$ cat config.mk
export PLATFORM = sky130hd
export DESIGN_NAME = data_memory_access
export DESIGN_NICKNAME = d
export VERILOG_FILES = /design/src/rtl/data_memory_access.sv
export SDC_FILE = /design/constraint.sdc
export NUM_CORES = 1
export LEC_CHECK = 0
export CAP_MARGIN = 20
export CORE_MARGIN = 2
export CORE_UTILIZATION = 48
export DETAILED_ROUTE_END_ITERATION = 10
export PLACE_DENSITY_LB_ADDON = 0.2
export SYNTH_ARGS = -nofsm -noshare
export SYNTH_HDL_FRONTEND = slang
export SYNTH_SLANG_ARGS = --single-unit
$ cat constraint.sdc
create_clock -name in_clk -period 3.58 [get_ports in_clk]
set_clock_uncertainty 0.2 [all_clocks]
set_input_delay 0.716 -clock in_clk [delete_from_list [all_inputs] [get_ports in_clk]]
set_output_delay 0.716 -clock in_clk [all_outputs]
set_load 0.005 [all_outputs]
$ cat src/rtl/data_memory_access.sv
// -----------------------------------------------------------------------------
// data_memory_access
//
// Load/store unit between the MEM pipeline stage and a word-wide, wait-stated
// data memory. One request is in flight at a time (IDLE -> ACCESS -> RESP).
// The memory port uses big-endian byte enables: be[3] covers bits 31:24, which
// is byte offset 0. Load results are right-justified and sign- or
// zero-extended. An ack timeout turns a hung access into an error completion.
//
// Optional build macro: MEM_ALIGN_CHECK_EN
//   Defined   - misaligned half/word requests complete with an error straight
//               from IDLE without ever touching the memory.
//   Undefined - low address bits below the access size are ignored.
//
// Parameters:
//   TIMEOUT        ACCESS cycles allowed without in_mem_ack (1..255)
//
// Ports:
//   in_clk, in_rst_n          clock, synchronous active-low reset
//   in_req_valid/out_req_ready request handshake
//   in_we, in_size, in_signed request kind, size (00 B, 01 H, 1x W), sign-ext
//   in_addr, in_wdata         byte address, right-justified store data
//   out_rsp_valid/_err        one-cycle completion pulse and error flag
//   out_rdata                 formatted load data (0 for stores/errors)
//   out_mem_en/we/be/addr/wdata  memory request, held through ACCESS
//   in_mem_ack, in_mem_rdata  memory completion and read word
// -----------------------------------------------------------------------------
module data_memory_access #(
    parameter int unsigned TIMEOUT = 16
) (
    input  logic        in_clk,
    input  logic        in_rst_n,
    input  logic        in_req_valid,
    output logic        out_req_ready,
    input  logic        in_we,
    input  logic [1:0]  in_size,
    input  logic        in_signed,
    input  logic [31:0] in_addr,
    input  logic [31:0] in_wdata,
    output logic        out_rsp_valid,
    output logic        out_rsp_err,
    output logic [31:0] out_rdata,
    output logic        out_mem_en,
    output logic        out_mem_we,
    output logic [3:0]  out_mem_be,
    output logic [31:0] out_mem_addr,
    output logic [31:0] out_mem_wdata,
    input  logic        in_mem_ack,
    input  logic [31:0] in_mem_rdata
);

    typedef enum logic [1:0] {
        IDLE   = 2'd0,
        ACCESS = 2'd1,
        RESP   = 2'd2
    } state_e;

    // Last counter value before the access is declared hung.
    localparam logic [7:0] CNT_LAST = 8'(TIMEOUT - 1);

    state_e      state_q;
    logic [7:0]  cnt_q;
    logic [1:0]  size_q;
    logic [1:0]  off_q;
    logic        sgn_q;

    logic        rdy_q;
    logic        rsp_valid_q;
    logic        rsp_err_q;
    logic [31:0] rdata_q;
    logic        mem_en_q;
    logic        mem_we_q;
    logic [3:0]  mem_be_q;
    logic [31:0] mem_addr_q;
    logic [31:0] mem_wdata_q;

    logic [3:0]  be_d;
    logic [31:0] wdata_d;
    logic [7:0]  lane_b;
    logic [15:0] lane_h;
    logic [31:0] ld_d;
    logic        misaligned;

    // Byte enables and lane-replicated store data for the incoming request.
    always_comb begin
        be_d    = 4'b1111;
        wdata_d = in_wdata;
        case (in_size)
            2'b00: begin
                be_d    = 4'b1000 >> in_addr[1:0];
                wdata_d = {4{in_wdata[7:0]}};
            end
            2'b01: begin
                be_d    = in_addr[1] ? 4'b0011 : 4'b1100;
                wdata_d = {2{in_wdata[15:0]}};
            end
            default: ;
        endcase
    end

    // Load formatting uses the request latched at accept time, since the
    // request inputs are free to change while the access is in flight.
    always_comb begin
        lane_b = in_mem_rdata[7:0];
        case (off_q)
            2'd0:    lane_b = in_mem_rdata[31:24];
            2'd1:    lane_b = in_mem_rdata[23:16];
            2'd2:    lane_b = in_mem_rdata[15:8];
            default: lane_b = in_mem_rdata[7:0];
        endcase
        lane_h = off_q[1] ? in_mem_rdata[15:0] : in_mem_rdata[31:16];
        case (size_q)
            2'b00:   ld_d = {{24{sgn_q & lane_b[7]}}, lane_b};
            2'b01:   ld_d = {{16{sgn_q & lane_h[15]}}, lane_h};
            default: ld_d = in_mem_rdata;
        endcase
    end

`ifdef MEM_ALIGN_CHECK_EN
    assign misaligned = (in_size == 2'b01) ? in_addr[0]
                      : (in_size[1] ? (in_addr[1:0] != 2'b00) : 1'b0);
`else
    assign misaligned = 1'b0;
`endif

    always_ff @(posedge in_clk) begin
        if (!in_rst_n) begin
            state_q     <= IDLE;
            cnt_q       <= 8'd0;
            size_q      <= 2'b00;
            off_q       <= 2'b00;
            sgn_q       <= 1'b0;
            rdy_q       <= 1'b1;
            rsp_valid_q <= 1'b0;
            rsp_err_q   <= 1'b0;
            rdata_q     <= 32'd0;
            mem_en_q    <= 1'b0;
            mem_we_q    <= 1'b0;
            mem_be_q    <= 4'b0000;
            mem_addr_q  <= 32'd0;
            mem_wdata_q <= 32'd0;
        end else begin
            rsp_valid_q <= 1'b0;
            case (state_q)
                IDLE: begin
                    if (in_req_valid) begin
                        size_q <= in_size;
                        off_q  <= in_addr[1:0];
                        sgn_q  <= in_signed;
                        rdy_q  <= 1'b0;
                        if (misaligned) begin
                            // Rejected without a memory cycle.
                            state_q     <= RESP;
                            rsp_valid_q <= 1'b1;
                            rsp_err_q   <= 1'b1;
                            rdata_q     <= 32'd0;
                        end else begin
                            state_q     <= ACCESS;
                            cnt_q       <= 8'd0;
                            mem_en_q    <= 1'b1;
                            mem_we_q    <= in_we;
                            mem_be_q    <= be_d;
                            mem_addr_q  <= {in_addr[31:2], 2'b00};
                            mem_wdata_q <= wdata_d;
                        end
                    end
                end
                ACCESS: begin
                    // Ack is checked first so an ack on the final allowed
                    // cycle completes normally rather than as a timeout.
                    if (in_mem_ack) begin
                        state_q     <= RESP;
                        mem_en_q    <= 1'b0;
                        mem_we_q    <= 1'b0;
                        rsp_valid_q <= 1'b1;
                        rsp_err_q   <= 1'b0;
                        rdata_q     <= mem_we_q ? 32'd0 : ld_d;
                    end else if (cnt_q == CNT_LAST) begin
                        state_q     <= RESP;
                        mem_en_q    <= 1'b0;
                        mem_we_q    <= 1'b0;
                        rsp_valid_q <= 1'b1;
                        rsp_err_q   <= 1'b1;
                        rdata_q     <= 32'd0;
                    end else begin
                        cnt_q <= cnt_q + 8'd1;
                    end
                end
                RESP: begin
                    state_q <= IDLE;
                    rdy_q   <= 1'b1;
                    cnt_q   <= 8'd0;
                end
                default: begin
                    state_q  <= IDLE;
                    rdy_q    <= 1'b1;
                    mem_en_q <= 1'b0;
                    mem_we_q <= 1'b0;
                end
            endcase
        end
    end

    assign out_req_ready = rdy_q;
    assign out_rsp_valid = rsp_valid_q;
    assign out_rsp_err   = rsp_err_q;
    assign out_rdata     = rdata_q;
    assign out_mem_en    = mem_en_q;
    assign out_mem_we    = mem_we_q;
    assign out_mem_be    = mem_be_q;
    assign out_mem_addr  = mem_addr_q;
    assign out_mem_wdata = mem_wdata_q;

endmodule

=== Yosys cells after proc, flatten, opt, wreduce, memory -nomap -nowiden ===
Index checks and enable logic that the tools add are counted.
Widths: inputs -> output; s select.

* Register bits after elaboration: 118
* Output and inout bits: 105
* Logic and storage cells: 73

* Add/subtract/negate cells: 1
* Equality and inequality tests: 11
* Shift-type cells: 1
* Multiplexer cells: 29
* Bitwise operators: 4
* Reductions and logical operators: 13

{| class="wikitable"
|+ Operator list
! kind !! number
|-
| $pmux 32 s2 || 2
|-
| $mux 32 || 3
|-
| $pmux 8 s3 || 2
|-
| $mux 8 || 3
|-
| $mux 16 || 1
|-
| $reduce_and 2->1 || 5
|-
| $mux 1 || 9
|-
| $add 8x1->8 const B || 1
|-
| $eq 2x1->1 const B || 4
|-
| $eq 8x4->1 const B || 1
|-
| $logic_not 2->1 || 4
|-
| $pmux 4 s2 || 1
|-
| $mux 2 || 3
|-
| $ne 2x2->1 const B || 3
|-
| $pmux 1 s3 || 2
|-
| $eq 2x2->1 const B || 2
|-
| $mux 4 || 1
|-
| $pmux 2 s2 || 1
|-
| $reduce_and 4->1 || 1
|-
| $shr 4x2->4 const A || 1
|-
| $ne 3x3->1 const B || 1
|-
| $reduce_and 3->1 || 1
|-
| $reduce_bool 3->1 || 1
|-
| $and 1x1->1 || 2
|-
| 3 further kinds || 4
|}

=== Depth between registers and ports, before layout ===
Gate-level depths: netlist (run 1).

* Word-level depth: 6
* Mapped depth: 7
* Mapped depth without buffers: 5

=== Least setup slack after synthesis (run 1) ===
OpenSTA, ideal clock, no wires.

* Kind: input port to flip-flop
* Start point: in in_mem_rdata[15]
* End point: reg rdata_q[14], in the netlist out_rdata[14]
* Library setup time: 117 ps
* Data arrival time: 1725 ps
* Path slack: 1538 ps
* Cell stages on the path: 4
* Path buffers: 0
* Cell sequence: mux2_4 -> a221oi_2 -> nand2_1 -> a32o_1

* Cells in the longest elaborated chain, start to end: 5

{| class="wikitable"
|+ RTL lines
! what !! RTL line !! text
|-
| start, declared || 49 || <nowiki>input logic [31:0] in_mem_rdata</nowiki>
|-
| $pmux 8 s3 || 105 || <nowiki>case (off_q)</nowiki>
|-
| $and 1x1->1 || 113 || <nowiki>2'b00: ld_d = {{24{sgn_q & lane_b[7]}}, lane_b};</nowiki>
|-
| $pmux 32 s2 || 112 || <nowiki>case (size_q)</nowiki>
|-
| $mux 32 || 177 || <nowiki>rdata_q <= mem_we_q ? 32'd0 : ld_d;</nowiki>
|-
| $mux 32 || 171 || <nowiki>if (in_mem_ack) begin</nowiki>
|-
| end signal, assigned || 177 ||
|-
| end, declared || 70 || <nowiki>logic [31:0] rdata_q;</nowiki>
|}

No other way between the ends.
A chain may end at the register's enable or synchronous reset.

=== Final worst setup path (run 1) ===
* Start point: in in_mem_rdata[15]
* End point: reg rdata_q[21], in the netlist out_rdata[21]

* Cells in the longest elaborated chain, start to end: 5
* Elaborated cells between the ends (all ways): 7
* Classes of those cells: 5 x mux; 2 x bitwise

{| class="wikitable"
|+ RTL lines
! what !! RTL line
|-
| $pmux 8 s3 / $mux 16 (equally long branches) || 105, 111
|-
| $and 1x1->1 (on tied branches) || 113, 114
|-
| $pmux 32 s2 * || 112
|-
| $mux 32 * || 177
|-
| $mux 32 * || 171
|}

Every way passes the cells marked *; elsewhere a longest branch is shown, timed or not.

==> flow_summary.ini, run 1 <==
[yosys]
synth-seq-cells = 118
syn_area_um2 = 5523
ys_types = 58
avgSynthCellArea_um2 = 8.808
ys_seq_area_frac = 0.4277
synthFlopType = dfxtp_1
synth_edf_count = 0
syn_inst = 627
async_flop_share = 0
yosys_warnings = 0

[floorplan]
die_x_um = 111.3
num_rows = 39
coreArea_um2 = 11320
dieArea_um2 = 12380
io_pins = 209
start_util = 0.4878
die_y_um = 111.3

[cts]
cts-resized-gates = 0
cts_made_buffers = 17
postCtsSetupBuffers = 0
clockBufferDepth = 2
cts.sinks = 118
root_buffer = clkbuf_16
path_clk_slew_ns = 0.05
cts_hold_buf = 0
cts-htree-levels = 4
cts_tree = built
clock_latency_ns = 0.40

[worst_hold_path]
min_to = out_rdata[7]
hold_path_class = reg -> reg
hold_path_depth = 1
worstHoldStart = out_rdata[7]

[finish]
num-fill-cells = 875
final_cell_mix = 205 x clkdlybuf4s50_1, 138 x nand2_1, 118 x dfxtp_1
area_growth_syn_to_layout_pct = 48.78
final_common_cell = clkdlybuf4s50_1
final_layout_size_suffix_gt1_frac = 0.08505
fin_nets = 915
diodes = 0

[worst_setup_path]
r2r-start = size_q[0]
slowest_delay_ns = 0.91
r2r_slack_ns = 1.10
critPathBufInv = 1
path_cells = clkdlybuf4s50_1, mux2_2, a21oi_1, a2111oi_4, a22o_2
worstPathArrival_ns = 2.73
path_class = in -> reg
r2r-end = out_rdata[21]
cp_top_family = compound AO/OA/AOI/OAI gates
critPathRequiredTime_ns = 3.72
cp-end-kind = flop
reg2reg_depth = 3
crit_path_start_kind = input pin
slowest_stage = a2111oi_4
cp.depth = 5
critPathMaxFanout = 16

[timing]
setup_violations = 0
worstMarginPinSlew_ns = 0.9807
finalCritPeriodShare = 0.7214
hold_viol = 0
grt_setup_unrepaired = no
finalCriticalPeriod_ns = 2.583
drv_slew = 0
final.setup.tns_ns = 0
max_freq_mhz = 387.2
max_slew_margin = 0.3462

[power_and_ir_drop]
total_power_mw = 3.774
p_per_area_nw_per_um2 = 459.3
leakage_nw = 3.201
ir_drop_mv = 0.3164

[global_routing]
grt_pass1_wl_um = 26020
grt_pass1_vias = 5333
grt_start_max_net_pins = 94
grtUsageTotal = 0.2584
antenna_found_initial = 0
grt_overflow_total = 0

[placement]
hpwl_um = 11020
place.gp.congestion = 0.9079
io_buffers = 206

[routing]
viasPerCell = 5.511
dr.pass1.iters = 5
drc_errors = 0
drt.antenna.violating_nets = 0
dr.first_iter.drc_count = 246
vias = 5324
routedWlPerCell_um = 16.50
routed_wl_um = 15940

[run_status]
status = completed

[flow_run]
cap_violations = 0
-- where the power goes --
group | leakage [nW] | total (mW) | internal [mW] | switching (mW)
Sequential | 0.966 | 1.44 | 1.39 | 0.0479
Combinational | 1.94 | 0.604 | 0.337 | 0.267
Clock | 0.296 | 1.73 | 1.16 | 0.569
Total | 3.20 | 3.77 | 2.89 | 0.884
-- how the worst max path moves through the flow --
stage / startpoint / end / slack, ns
3_5_place_dp: in_mem_rdata[15] / out_rdata[21] / 0.59
4_1_cts: in_mem_rdata[15] / out_rdata[21] / 1.03
5_1_grt: in_mem_rdata[15] / out_rdata[21] / 0.86
6_report: in_mem_rdata[15] / out_rdata[21] / 1.0
2_1_floorplan: in_mem_rdata[15] / out_rdata[14] / 1.54
3_3_place_gp: in_mem_rdata[23] / out_rdata[27] / 0.72
-- registers in the layout, summed over array words and instances (netlist names), 2 cells and up --
register	cells
out_mem_wdata	32
out_rdata	32
out_mem_addr	30
cnt_q	8
out_mem_be	4
off_q	2
size_q	2
state_q	2
-- cell usage after synthesis (all sizes together) (2+ instances only) --
library cell | n | area, um^2
nand2 | 138 | 518.0
dfxtp | 118 | 2362
a21boi | 54 | 405.4
clkbuf | 30 | 112.6
nand2b | 30 | 187.7
buf | 21 | 127.6
o21ai | 21 | 108.9
mux2i | 18 | 180.2
o211a | 17 | 170.2
or3 | 17 | 106.4
a22o | 16 | 151.4
nand3 | 15 | 75.07
a21oi | 13 | 65.06
nor2 | 11 | 57.56
nor3b | 11 | 87.58
mux2 | 10 | 120.1
o211ai | 10 | 75.07
a31oi | 9 | 56.30
a32o | 8 | 80.08
o2bb2ai | 8 | 70.07
nand3b | 7 | 52.55
inv | 6 | 22.52
o31ai | 6 | 45.04
and3 | 4 | 25.02
nor3 | 3 | 20.02
o21a | 3 | 22.52
a211oi | 2 | 15.01
nor4 | 2 | 18.77
or4 | 2 | 15.01
-- through the flow --
step	util	hold slack (ns)	std cells	cell area [um^2]	setup WS [ns]
2_1_floorplan	-	0.2558	628	5527	1.538
3_3_place_gp	0.6718	0.2464	934	7605	0.7169
3_5_place_dp	0.6718	0.2540	934	7605	0.5930
4_1_cts	0.7258	0.2634	966	8217	1.025
5_1_grt	0.7258	0.2847	966	8217	0.8554
6_report	0.7258	0.2602	966	8217	0.9974
-- cells by family (layout without fill, tap and decap cells) --
group                    after synthesis  in the layout  share of synthesized area
multiplexers                          28             28                    0.05437
AO/OA/AOI/OAI                        173            173                     0.2451
other                                  1              2                  0.0006790
flip-flops                           118            118                     0.4277
buffers and inverters                 58            253                    0.04825
AND/OR/NAND/NOR                      248            248                     0.2216
adder cells (fa/ha/maj)                1              1                   0.002265
-- routing by layer --
metal | vias up | GRT usage | share of wire
met5 | - | 0 | 0
met4 | 0 | 0.1037 | 0.023
met3 | 31 | 0.09131 | 0.088
met2 | 212 | 0.4325 | 0.49
met1 | 2511 | 0.3021 | 0.40
li1 | 2570 | - | -
-- cell type report --
class | count | area, um^2 | area share
clock buffers | 24 | 491.7 | 0.05984
clock inverters | 8 | 120.1 | 0.01462
inverters | 7 | 26.28 | 0.003198
multi-input cells | 452 | 2908 | 0.3539
flip-flops and latches | 118 | 2362 | 0.2875
well taps | 143 | 178.9 | 0.02178
repair buffers | 214 | 2130 | 0.2592
Note: power is estimated with default switching activity, not from simulation.
==> run 2: changes to the inputs <==
--- a/config.mk
+++ b/config.mk
@@ -7,7 +7,7 @@
 export LEC_CHECK = 0
 export CAP_MARGIN = 20
 export CORE_MARGIN = 2
-export CORE_UTILIZATION = 48
+export CORE_UTILIZATION = 44
 export DETAILED_ROUTE_END_ITERATION = 10
 export PLACE_DENSITY_LB_ADDON = 0.2
 export SYNTH_ARGS = -nofsm -noshare
==> constraint.sdc (replaced) <==
create_clock -name in_clk -period 2.4 [get_ports in_clk]
set_clock_uncertainty 0.2 [all_clocks]
set_input_delay 0.48 -clock in_clk [delete_from_list [all_inputs] [get_ports in_clk]]
set_output_delay 0.48 -clock in_clk [all_outputs]
set_load 0.005 [all_outputs]
==> flow_summary.ini, run 2 (synthesis gave the netlist of run 1 again) <==
[run_status]
status = completed

[cts]
clock_latency_ns = 0.41
cts-htree-levels = 4
cts_tree = built
cts-resized-gates = 0
cts.sinks = 118
root_buffer = clkbuf_16
cts_made_buffers = 17
clockBufferDepth = 2
path_clk_slew_ns = 0.05

[floorplan]
num_rows = 40
die_x_um = 116.0
start_util = 0.4560
die_y_um = 116.0
dieArea_um2 = 13460
io_pins = 209
coreArea_um2 = 12110

[finish]
final_cell_mix = 205 x clkdlybuf4s50_1, 138 x nand2_1, 118 x dfxtp_1
fin_nets = 931
stdcell_count = 1007
multi_input_area_um2 = 2908
regArea_um2 = 2362
final_layout_size_suffix_gt1_frac = 0.1049
area_growth_syn_to_layout_pct = 52.97
stdcell_area_um2 = 8448
num-fill-cells = 954
final_common_cell = clkdlybuf4s50_1
diodes = 0

[power_and_ir_drop]
p_clk_frac = 0.463
p_seq_frac = 0.374
power.switching_mw = 1.336
swShare = 0.2332
leakage_nw = 3.316
p_per_area_nw_per_um2 = 678.4
ir_drop_mv = 0.5397
intPower_mw = 4.395
comb_power_share = 0.163

[global_routing]
grt_pass1_vias = 5281
grtUsageTotal = 0.2373
antenna_found_initial = 0
grt_start_max_net_pins = 52
grt_pass1_wl_um = 25130
grt_overflow_total = 0

[timing]
max_freq_mhz = 477.6
max_slew_margin = 0.5347
setup_violations = 0
finalCritPeriodShare = 0.8725
drv_slew = 0
grt_setup_unrepaired = no
worstMarginPinSlew_ns = 0.6954
hold_viol = 0
finalCriticalPeriod_ns = 2.094

[worst_setup_path]
cp-end-kind = flop
startpoint = off_q[1]
critPathRequiredTime_ns = 2.50
crit_path_start_kind = flop
path_class = reg -> reg
r2r-start = off_q[1]
critPathMaxFanout = 16
worstPathArrival_ns = 2.19

[placement]
io_buffers = 206
place.gp.congestion = 0.9219
place_area_um2 = 7799
placed_cells = 974
hpwl_um = 11450

[worst_hold_path]
worstHoldStart = in_rst_n
hold_path_class = in -> reg

[routing]
viasPerCell = 5.330
routed_wl_um = 15930
drt.antenna.violating_nets = 0
dr.first_iter.drc_count = 298
vias = 5367
dr.pass1.iters = 5
drc_errors = 0
routedWlPerCell_um = 15.82

[flow_run]
cap_violations = 0
run 2: changes by cell type in the layout (fill, tap and decap cells not counted):
| cell | delta |
|---|---|
| clkbuf_8 | +2 |
| clkinv_2 | +1 |
| clkbuf_1 | -2 |
| buf_12 | +5 |
| clkinvlp_4 | -1 |
| buf_4 | +11 |
run 2: power by group through the flow:
stage	clock [mW]	sequential (mW)	combinational, mW
2_1_floorplan	0	2.17	0.420
3_3_place_gp	0	2.18	0.912
3_5_place_dp	0	2.18	0.932
4_1_cts	2.71	2.14	0.940
5_1_grt	2.79	2.15	1.02
6_report	2.65	2.14	0.936
run 2: critical path: stages, from the launching register on:
cell	delay (ns)
dfxtp_1	0.59
mux2_2	0.39
a21oi_1	0.29
a2111oi_4	0.13
buf_12	0.17
a22o_2	0.21
run 2: worst paths after layout:
check | cells after the start | end | slack (ns)
worst max-delay path | 5 | out_rdata[28] | 0.31
worst min-delay path | 2 | out_mem_we | 0.21
worst min register to register | 1 | out_rdata[5] | 0.26
worst max register to register | 5 | out_rdata[28] | 0.31
run 2: timing repair:
action	CTS	global route
hold endpoints to repair	0	0
setup buffers	0	1
setup endpoints to repair	0	16
hold buffers	0	0
run 2: area by class of cell:
type / instances / share of cell area
Clock buffer: 24 / 0.06057
Tap cell: 168 / 0.02488
Clock inverter: 8 / 0.01392
Timing Repair Buffer: 230 / 0.2737
Multi-Input combinational cell: 452 / 0.3442
Sequential cell: 118 / 0.2796
Inverter: 7 / 0.003110
run 2: per-layer routing:
layer | up-vias | part of all wire | global-route usage | wire length (um)
li1 | 2613 | - | - | -
met1 | 2527 | 0.41 | 0.2756 | 6477
met2 | 191 | 0.48 | 0.3914 | 7705
met3 | 36 | 0.082 | 0.09414 | 1305
met4 | 0 | 0.028 | 0.09841 | 444
met5 | - | 0 | 0 | 0
run 2: per-stage QoR:
step | hold slack, ns | TNS (ns) | power, mW | setup WS (ns) | util
final | 0.2071 | 0 | 5.732 | 0.3061 | 0.6975
after global routing | 0.2016 | 0 | 5.960 | 0.2344 | 0.6975
after CTS | 0.1892 | 0 | 5.792 | 0.08349 | 0.6959
after detailed placement | 0.2465 | -3.693 | 3.114 | -0.2403 | 0.6439
after global placement | 0.2476 | -2.574 | 3.091 | -0.1739 | 0.6439
after floorplan | 0.2558 | 0 | 2.594 | 0.5941 | -
==> run 3: changes to the inputs <==
--- a/config.mk
+++ b/config.mk
@@ -10,6 +10,7 @@
 export CORE_UTILIZATION = 44
 export DETAILED_ROUTE_END_ITERATION = 10
 export PLACE_DENSITY_LB_ADDON = 0.2
+export SLEW_MARGIN = 25
 export SYNTH_ARGS = -nofsm -noshare
 export SYNTH_HDL_FRONTEND = slang
 export SYNTH_SLANG_ARGS = --single-unit
==> results of run 3 <==
The final DEF is identical to that of run 2; final timing and power are the same.
==> edit 1: new RTL, settings of run 2 <==
Make the reset (`in_rst_n`) asynchronous in one clocked block. Comments in the files are not updated.
--- a/src/rtl/data_memory_access.sv
+++ b/src/rtl/data_memory_access.sv
@@ -125,3 +125,3 @@
 
-    always_ff @(posedge in_clk) begin
+    always_ff @(posedge in_clk or negedge in_rst_n) begin
         if (!in_rst_n) begin
Behaviour: differs if in_rst_n is asserted again (counterexample within 4 cycles, from zero or initial values and one cycle with in_rst_n low); with in_rst_n held inactive, the same outputs for 4 cycles.
==> edit 1 against run 2 <==
Wire length fell by 3.4%. Synthesized area decreased by 2.3%. Setup slack got worse by 0.011 ns. Critical path depth decreased by 1. First-iteration DRC count shrank 5.7%. Design area fell by 2.4%. Hold slack gained 0.064 ns. Sequential cell count unchanged. Utilization down 1.1 points. Critical path type unchanged.
Power is not compared: it rests on default switching activity, and its combinational part moved more than twofold at a synthesized area within 25%.
==> edit 1: results (changes against run 2) <==
drt_iter0_drc: 281  # -5.7%
grt_pass1_vias: 4789  # -9.3%
nNetsFinal: 866  # -7.0%
wl_mm: 15.4  # -3.4%
slew_viol_final: 0  # unchanged
dp_hpwl_mm: 11.0  # -3.7%
synthArstFlopShare_pct: 100  # +100 points
power.leakage_nw: 3.71
grt_pass1_wl_mm: 24.4  # -3.1%
grt_max_degree: 119  # +130%
slowest_delay_ns: 0.60
fillers: 940  # -1.5%
ys_warn_count: 0  # unchanged
antenna_found_initial: 0  # unchanged
clkSlewWorstSetupHoldPaths_ns: 0.06
synth_cell_types: 53  # -8.6%
synth_common_cells: "162 x nand2_1, 117 x dfrtp_1, 39 x o21ai_0"
clk_latency_ns: 0.41  # about the same
cts_root_buf: "clkbuf_16"
crit_family: "compound AO/OA/AOI/OAI gates"
ys_seq_area_share_pct: 54.7  # +12 points
synth.area.top_cells: "dfrtp_1 54%, nand2_1 11%, mux2i_1 6.3%, o21ai_0 3.6%, a221o_1 3.0%"
routed_via_density: 5.25  # -1.5%
required_ns: 2.49  # about the same
tightest_slew_ns: 0.633  # -0.0623 ns
ir_drop_mv: 0.539
crit_slowest_cell: "or4_4"
gr-usage-all-layers_pct: 24.0  # +0.23 points
status: "finished, final reports clean"
hp-class: "flop to flop"
clockBufferDepth: 2  # unchanged
gp_congestion: 0.824  # -11%
diodes: 0  # unchanged
critPathMaxFanout: 8  # -8
cts-buffers-inserted: 17  # unchanged
htree_num_levels: 4  # unchanged
port-buffer-count: 206  # unchanged
layout-drive-gt1-share_pct: 8.40  # -2.1 points
dr.pass1.iters: 5  # unchanged
==> edit 1: cell count changes after synthesis, sizes merged, moves of 17 or more <==
cell / change
nand2b: -25
o21ai: +20
a21boi: -54
nand2: +24
dfxtp: -118
dfrtp: +117
o211a: -17
==> edit 1: final timing paths <==
path	slack, ns	cells past startpoint	startpoint	endpoint
max reg2reg	0.29	4	cnt_q[4]	cnt_q[1]
min in group asynchronous	0.49	3	in_rst_n	out_rsp_valid
min reg2reg	0.27	2	out_mem_addr[11]	out_mem_addr[11]
min	0.27	2	out_mem_addr[11]	out_mem_addr[11]
max	0.29	4	cnt_q[4]	cnt_q[1]
max in group asynchronous	1.01	3	in_rst_n	out_mem_addr[12]
==> edit 1: what timing repair did <==
| item | CTS | global route |
|---|---|---|
| setup endpoints to repair | 0 | 0 |
| resized for setup | 0 | 0 |
| setup buffers | 0 | 0 |
| hold endpoints to repair | 42 | 0 |
| hold buffers | 1 | 0 |
==> edit 1: layout make-up <==
cell class / instances / area share (%)
well taps: 147 / 2.23
clock buffers: 18 / 5.32
repair buffers: 225 / 27.3
clock inverters: 14 / 1.88
inverters: 5 / 0.228
flip-flops and latches: 118 / 35.8
multi-input cells: 394 / 27.2
==> edit 1: cells by family after synthesis <==
logic type / Yosys count / share of synthesized area, %
buffers and inverters: 43 / 3.89
other: 1 / 0.0695
DFF: 118 / 54.7
AOI/OAI and AO/OA: 121 / 14.8
and+or+nand+nor: 229 / 18.4
xor gates and xnor gates: 4 / 0.649
muxes: 37 / 7.14
adders and majority gates: 1 / 0.232
==> edit 1: layer usage <==
metal / vias up / global-route usage (%) / routed length [µm]
met5: - / 0 / 0
met4: 0 / 9.00 / 309
met3: 28 / 9.33 / 1380
met2: 194 / 38.8 / 7400
met1: 2284 / 29.3 / 6310
li1: 2327 / - / -
==> edit 1: where the power goes <==
part           switching (mW)  total, mW  internal, mW
Clock                   0.956       2.52          1.56
Combinational            1.40       3.43          2.03
Sequential              0.492       3.24          2.75
==> edit 1: worst register-to-register path, delay by kind of cell, from the launching register on <==
kind	cells	cell delay, ns
AOI/OAI and AO/OA	3	0.78
and+or+nand+nor	1	0.60
DFF	1	0.42
==> edit 1: metrics by stage <==
step	hold slack [ns]	cell area (µm²)	instances	power [mW]	worst slack, ns
floorplan	-0.0156	5400	555	4.60	0.431
global placement	0.256	7640	888	6.60	0.0239
detailed placement	0.261	7640	888	6.70	-0.0428
CTS	0.275	8250	921	9.27	0.275
global route	0.295	8250	921	9.76	0.189
finish	0.271	8250	921	9.18	0.295
==> edit 2: new RTL, flow settings as in run 2 <==
Made on the original files. The option `MEM_ALIGN_CHECK_EN` is turned on by a define.
--- a/src/rtl/data_memory_access.sv
+++ b/src/rtl/data_memory_access.sv
@@ -27,2 +27,4 @@
 // -----------------------------------------------------------------------------
+`define MEM_ALIGN_CHECK_EN
+
 module data_memory_access #(
Formal check against the unedited RTL: not equivalent (a bounded check fails within 4 cycles, from zero or initial values and one cycle with in_rst_n low).
==> edit 2 against run 2 <==
Total power down 1.3%. Via count down 0.32%. Sequential cell count unchanged. Setup slack better by 0.059 ns. Synthesized area down 2.9%. Design area down 2.3%. Wire length up 4.5%. Final cell count down 3.5%. Sequential share of layout area up 0.65 points.
==> edit 2: results (changes against run 2) <==
critPathMaxFanout: 7  # -9
cts_resized: 0  # unchanged
synth.area.top_cells: "dfxtp_1 44%, nand2_1 8.5%, a21oi_1 6.8%, mux2i_1 3.7%, mux4_2 3.4%"
multi_input_gates: 420  # -7.1%
inverters: 21  # +14
wl_met3_mm: 1.85  # +41%
fillers: 932  # -2.3%
grt_pass1_vias: 5277  # -0.076%
post_drt_wl_per_cell_um: 17.1  # +8.3%
gr-usage-all-layers_pct: 25.4  # +1.7 points
grtUsageMet1_pct: 28.8  # +1.2 points
ys_seq_area_share_pct: 44.0  # +1.3 points
power.leakage_nw: 3.07  # -7.4%
grt_max_degree: 57  # +9.6%
wl_mm: 16.7  # +4.5%
slowest_delay_ns: 0.55  # -0.04 ns
ir_drop_mv: 0.399  # -26%
dp_hpwl_mm: 12.0  # +4.5%
buffers: 235  # +2.2%
synth_cell_types: 56  # -3.4%
hold_start: "out_mem_wdata[25]"
clockNetworkAreaShare_pct: 7.43  # -0.024 points
max_slew_margin_pct: 61.6  # +8.1 points
grt.met2_usage_pct: 42.4  # +3.2 points
grt_pass1_wl_mm: 26.4  # +5.0%
grt_use_met3_pct: 11.2  # +1.8 points
bufAreaShareNonClock_pct: 28.4  # +1.0 points
timing.rr.start: "cnt_q[5]"
routed_via_density: 5.50  # +3.3%
num-clock-buffers: 21  # -13%
synth_area_per_cell_um2: 8.78  # -0.31%
dpl_cell_area_um2: 7640  # -2.0%
crit_slowest_cell: "mux4_2"
startpoint: "in_mem_rdata[23]"
crit_arrival_ns: 2.13  # -0.06 ns
nNetsFinal: 918  # -1.4%
wl_met2_mm: 7.96  # +3.4%
gp_congestion: 0.834  # -9.6%
multi_input_area_um2: 2680  # -8.0%
core_area_um2: 12000  # -1.2%
place_inst: 941  # -3.4%
register_area_um2: 2360  # unchanged
nFlopsAndLatches: 118  # unchanged
hp-class: "flop to flop"
sh_seq_area_pct: 28.6  # +0.65 points
status: "finished, final reports clean"
drt_iter0_drc: 479  # +61%
drt-met1-wl_mm: 6.43  # -0.66%
htree_num_levels: 4  # unchanged
layout-drive-gt1-share_pct: 11.6  # +1.1 points
==> edit 2: kinds of logic (layout without fill, tap and decap cells) <==
logic type	count (synthesis)	count (layout)	synth area share (%)
simple gates	192	192	15.3
compound gates	185	185	24.6
flops	118	118	44.0
buf+inv	74	287	6.37
mux	35	35	8.56
xor+xnor	5	5	0.816
fa+ha+maj	1	1	0.233
other cells	1	2	0.0699
==> edit 2: power by group <==
group	switching, mW	internal [mW]
Combinational	0.421	0.492
Sequential	0.0572	2.05
Clock	0.858	1.78
==> edit 2: path summary, 6_finish.rpt <==
| kind | end | slack, ns | cells past startpoint |
|---|---|---|---|
| min | out_mem_wdata[25] | 0.25 | 2 |
| max reg2reg | out_rdata[8] | 0.39 | 5 |
| max | out_rdata[10] | 0.37 | 5 |
| min reg2reg | out_mem_wdata[25] | 0.25 | 2 |
==> edit 2: worst min-delay path, delay by kind of cell (launching register included) <==
family             cells  cell delay [ns]
AOI/OAI and AO/OA      1             0.05
DFF                    1             0.30
and+or+nand+nor        1             0.05
